--- config.mk ---
export PLATFORM = sky130hd
export DESIGN_NAME = dtc_seq_eval
export DESIGN_NICKNAME = d
export VERILOG_FILES = /design/src/rtl/dtc_seq_eval.sv
export SDC_FILE = /design/constraint.sdc
export NUM_CORES = 1
export LEC_CHECK = 0
export ABC_AREA = 1
export CELL_PAD_IN_SITES_DETAIL_PLACEMENT = 0
export CELL_PAD_IN_SITES_GLOBAL_PLACEMENT = 1
export CORE_MARGIN = 1.5
export CORE_UTILIZATION = 45
export CTS_BUF_LIST = sky130_fd_sc_hd__clkbuf_16
export DETAILED_ROUTE_END_ITERATION = 10
export GPL_ROUTABILITY_DRIVEN = 0
export PLACE_DENSITY_LB_ADDON = 0.05
export SYNTH_ARGS = -nofsm -noshare
export SYNTH_HDL_FRONTEND = slang
export SYNTH_SLANG_ARGS = --single-unit
--- constraint.sdc ---
create_clock -name clk -period 4.9 [get_ports clk]
set_input_delay 0.49 -clock clk [delete_from_list [all_inputs] [get_ports clk]]
set_output_delay 0.49 -clock clk [all_outputs]
set_load 0.01 [all_outputs]
--- src/rtl/dtc_seq_eval.sv ---
// dtc_seq_eval: programmable decision-tree classifier that walks one tree level per clock.
// Optional macro DTC_SEQ_PATHLEN_EN adds out_depth, the level at which the walk stopped.
module dtc_seq_eval #(
    parameter int N_FEAT  = 8,
    parameter int DEPTH   = 4,
    parameter int CLASS_W = 1,
    localparam int FIDX_W  = (N_FEAT > 1) ? $clog2(N_FEAT) : 1,
    localparam int N_NODES = (1 << (DEPTH + 1)) - 1,
    localparam int ADDR_W  = $clog2(N_NODES),
    localparam int ENT_W   = 1 + FIDX_W + CLASS_W
) (
    input  logic               clk,
    input  logic               rst_n,
    input  logic               cfg_we,
    input  logic [ADDR_W-1:0]  cfg_addr,
    input  logic [ENT_W-1:0]   cfg_wdata,
    output logic               cfg_err,
    input  logic               in_valid,
    output logic               in_ready,
    input  logic [N_FEAT-1:0]  inp,
    output logic               out_valid,
    input  logic               out_ready,
    output logic [CLASS_W-1:0] outp
`ifdef DTC_SEQ_PATHLEN_EN
    ,
    output logic [$clog2(DEPTH+1)-1:0] out_depth
`endif
);

    localparam int NODE_W = ADDR_W + 1;
    localparam logic [NODE_W-1:0] LAST_LVL = NODE_W'((1 << DEPTH) - 1);
    localparam logic [ENT_W-1:0]  RST_ENT  = {1'b1, {(ENT_W-1){1'b0}}};

    typedef enum logic [1:0] {IDLE, WALK, DONE} state_t;

    state_t             state;
    logic [ENT_W-1:0]   node_tbl [N_NODES];
    logic [N_FEAT-1:0]  feat;
    logic [NODE_W-1:0]  node;
    logic [ENT_W-1:0]   cur_ent;
    logic               cur_leaf;
    logic [FIDX_W-1:0]  cur_fidx;
    logic [CLASS_W-1:0] cur_cls;
    logic               bit_sel;
    logic               stop;
    logic [NODE_W-1:0]  child;
    logic               cfg_ok;

    assign cfg_ok = cfg_we && (state == IDLE) && (int'(cfg_addr) < N_NODES);

    always_comb begin
        cur_ent  = node_tbl[node[ADDR_W-1:0]];
        cur_leaf = cur_ent[ENT_W-1];
        cur_fidx = cur_ent[CLASS_W +: FIDX_W];
        cur_cls  = cur_ent[CLASS_W-1:0];
        stop     = cur_leaf || (node >= LAST_LVL);
        child    = {node[NODE_W-2:0], 1'b0} + NODE_W'(1) + NODE_W'(bit_sel);
    end

    // Feature indices beyond the vector read as 0; only needed when N_FEAT is not a power of two.
    generate
        if (N_FEAT < (1 << FIDX_W)) begin : g_fidx_guard
            assign bit_sel = (int'(cur_fidx) < N_FEAT) ? feat[cur_fidx] : 1'b0;
        end else begin : g_fidx_full
            assign bit_sel = feat[cur_fidx];
        end
    endgenerate

    always_ff @(posedge clk or negedge rst_n) begin
        if (!rst_n) begin
            for (int i = 0; i < N_NODES; i++)
                node_tbl[i] <= RST_ENT;
            cfg_err <= 1'b0;
        end else begin
            if (cfg_ok)
                node_tbl[cfg_addr] <= cfg_wdata;
            cfg_err <= cfg_we && !cfg_ok;
        end
    end

`ifdef DTC_SEQ_PATHLEN_EN
    localparam int DEPTH_W = $clog2(DEPTH + 1);
    logic [DEPTH_W-1:0] level;
`endif

    // DONE never hands straight over to a new accept; a fresh vector always waits for IDLE.
    always_ff @(posedge clk or negedge rst_n) begin
        if (!rst_n) begin
            state     <= IDLE;
            in_ready  <= 1'b1;
            out_valid <= 1'b0;
            outp      <= '0;
            node      <= '0;
            feat      <= '0;
`ifdef DTC_SEQ_PATHLEN_EN
            level     <= '0;
            out_depth <= '0;
`endif
        end else begin
            case (state)
                IDLE: begin
                    if (in_valid) begin
                        feat     <= inp;
                        node     <= '0;
                        in_ready <= 1'b0;
                        state    <= WALK;
`ifdef DTC_SEQ_PATHLEN_EN
                        level    <= '0;
`endif
                    end
                end
                WALK: begin
                    if (stop) begin
                        outp      <= cur_cls;
                        out_valid <= 1'b1;
                        state     <= DONE;
`ifdef DTC_SEQ_PATHLEN_EN
                        out_depth <= level;
`endif
                    end else begin
                        node  <= child;
`ifdef DTC_SEQ_PATHLEN_EN
                        level <= level + DEPTH_W'(1);
`endif
                    end
                end
                DONE: begin
                    if (out_ready) begin
                        out_valid <= 1'b0;
                        in_ready  <= 1'b1;
                        state     <= IDLE;
                    end
                end
                default: state <= IDLE;
            endcase
        end
    end

endmodule

==> impl_metrics.toml <==
[status]
outcome = "finished, final reports clean"

[layout]
fin_nets = 939
drive_gt1_share_pct = 9.05
area_growth_pct = 13.4
nFillCells = 1506
utilization_pct = 52.4
diodes = 0
design_area_um2 = 8320

[sta]
fin_crit_sh_pct = 72.5
final_hold_viol_count = 0
rsz0062_at_grt = "false"
setup_violations = 0
clock_skew_ns = 0.0111
slew_headroom_pct = 20.0
report.final.slew_viol_count = 0
fin_crit_ns = 3.55
fmax_mhz = 282
tightestPinTransition_ns = 1.20
setup_tns_ns = 0

[global_route]
grt_max_degree = 80
grt_first_pass_wirelength_mm = 33.8
grt_pass1_vias = 6126
overflow = 0
grt_use_total_pct = 27.0
antenna_found_initial = 0

[cts]
worstSkewPairLatency_ns = 0.43
htree_levels = 4
ctsResizeCount = 0
clock-root-buffer = "clkbuf_16"
cts_hold_buf = 0
cts_made_buffers = 17
clk_path_buf_depth = 2
cts_setup_buffers = 0
path_clk_slew_ns = 0.07
cts.sinks = 159
tritoncts = "built"

[critical_path]
endpoint = "node[4]"
cp_num_buf_inv = 2
crit_top_cell = "nand2_1"
slowest_delay_ns = 0.67
r2r_setup_slack_ns = 1.35
slowest_stage = "dfrtp_1"
end_kind = "register"
startpoint = "node[1]"
r2r-start = "node[1]"
path_cells = "inv_2, nor2_2, buf_4, nand2_1, nand4_1, nand3_1, nand2_2, nand2_2, nand2_1, nand2_1, nand2_1, nand3_1, nand2_2, ha_1, nand3_1, xor2_1, o22ai_1"
critPathLaunchType = "register"
critPathTopFamily = "simple AND/OR/NAND/NOR gates"
rr_worst_depth = 17
worstPathRequired_ns = 5.25
r2r_end = "node[4]"
arrival_ns = 3.91
path_max_fanout = 36
path_depth = 17
path_class = "reg2reg"

[route]
initialDrtViolationCount = 569
viasPerCell = 5.54
vias = 6335
drc = 0
drt_wl_total_mm = 21.4
first_pass_iters = 8
wire_per_inst_um = 18.7
antenna_left = 0

[logic_synthesis]
syn-num-nets = 921
avgSynthCellArea_um2 = 8.18
synth_top_family_by_area = "simple AND/OR/NAND/NOR gates"
yosys.area_share.simple_pct = 25.6
synthArstFlopShare_pct = 100
ys.flop_type = "dfrtp_1"
synth-seq-cells = 159
synth_xor_area_share_pct = 0.239
synth-compound-area-share_pct = 14.7
ys_top_cells_by_area = "dfrtp_1, nand2_1, o21ai_0, dfstp_2, nand3_1"
synth_edf_count = 0
synth_top_area_cell = "dfrtp_1"
syn_area_um2 = 7340
synthDistinctLibCells = 36
yosysTopAreaCellShare_pct = 48.8
yosysSeqAreaShare_pct = 54.5
synthAdderAreaFrac_pct = 0.171
synthMuxAreaShare_pct = 0
syn_inst = 897
ys_warn_count = 0

[pwr]
p_per_area_nw_per_um2 = 589
power.leakage_nw = 3.83
ir_worst_vdd_uv = 313

[job]
maxCapViolCount = 0

[floorplan]
die_h_um = 131
placementRows = 46
io-pin-count = 27
initial_utilization_pct = 46.2
core_um2 = 15900
die_x_um = 131
die_area_um2 = 17100

[place]
placed_area_um2 = 7760
port_buffers = 26
hpwl_mm = 13.9

[hold_path]
min_path_type = "in2async"
cells in the mapped netlist (2+ instances only):
cell	number
o2111ai_1	4
o22ai_1	3
inv_2	5
o211ai_1	5
nor3_1	7
a221oi_1	5
a21oi_1	10
nand2_1	304
clkbuf_1	20
dfstp_2	16
nand2_2	21
inv_1	42
o21ai_0	164
nand4_1	4
o221ai_1	4
or2_1	2
buf_4	4
buf_2	10
nand3_1	59
nor2_2	2
clkinv_1	3
nor2_1	43
o21ai_1	4
nor3_2	2
dfrtp_1	143
final cells by class:
| type | instances | area, um2 | share of cell area, % |
|---|---|---|---|
| Timing Repair Buffer | 34 | 322 | 3.87 |
| Inverter | 50 | 188 | 2.26 |
| Clock buffer | 17 | 425 | 5.12 |
| Multi-Input combinational cell | 653 | 2980 | 35.9 |
| Sequential cell | 159 | 4000 | 48.1 |
| Clock inverter | 15 | 130 | 1.56 |
| Tap cell | 216 | 270 | 3.25 |
metal layers:
layer,part of all wire [%],vias to the layer above,global-route usage [%]
met3,5.4,59,5.46
met1,45,3059,36.4
li1,-,2995,-
met2,46,222,41.7
met4,3.7,0,13.3
met5,0,-,0
registers in the layout, indices dropped and copies added (netlist names):
signal and cells:
node_tbl 139, feat 8, node 6, state 2, cfg_err 1, in_ready 1, out_valid 1, outp 1
worst min path at each step:
stage                              end  slack (ns)     start
after floorplan                cfg_err        0.19     rst_n
after global placement        in_ready        0.45  in_ready
after detailed placement      in_ready        0.46  in_ready
after CTS                 node_tbl[46]        0.13     rst_n
after global routing      node_tbl[51]        0.16     rst_n
final                     node_tbl[48]        0.10     rst_n
report_power, final:
| part | switching [W] | total, W | internal (W) |
|---|---|---|---|
| Clock | 0.000539 | 0.00128 | 0.000738 |
| Combinational | 0.00106 | 0.00160 | 0.000536 |
| Sequential | 0.000294 | 0.00203 | 0.00173 |
| Total | 0.00189 | 0.00490 | 0.00301 |
layout by cell type, fill, tap and decap left out, types with 3 or more instances in the layout:
cell,synthesis,layout
o22ai_1,3,3
nand3_1,59,59
a21oi_1,10,10
inv_2,5,5
o221ai_1,4,4
dfstp_2,16,16
clkinv_1,3,6
o211ai_1,5,5
o21ai_0,164,164
nand2_2,21,21
nand4_1,4,4
inv_1,42,45
nor2_1,43,43
nand2_1,304,304
buf_4,4,8
clkbuf_16,0,17
a221oi_1,5,5
o2111ai_1,4,4
clkinv_2,0,3
nor3_1,7,7
dfrtp_1,143,143
clkdlybuf4s50_1,0,25
o21ai_1,4,4
metrics by stage:
step	std cells	power (W)	setup slack, ns	hold WS [ns]
CTS	1144	0.00489	1.41	0.131
floorplan	897	0.00306	2.73	0.194
detailed placement	1112	0.00361	1.45	0.458
global placement	1112	0.00357	1.66	0.452
finish	1144	0.00490	1.35	0.102
global route	1144	0.00522	1.06	0.157
cell families after synthesis:
group | after synthesis
AOI/OAI and AO/OA | 201
xor gates and xnor gates | 2
adders and majority gates | 1
buffers and inverters | 85
DFF | 159
and+or+nand+nor | 449
(Power assumes the default switching activity.)
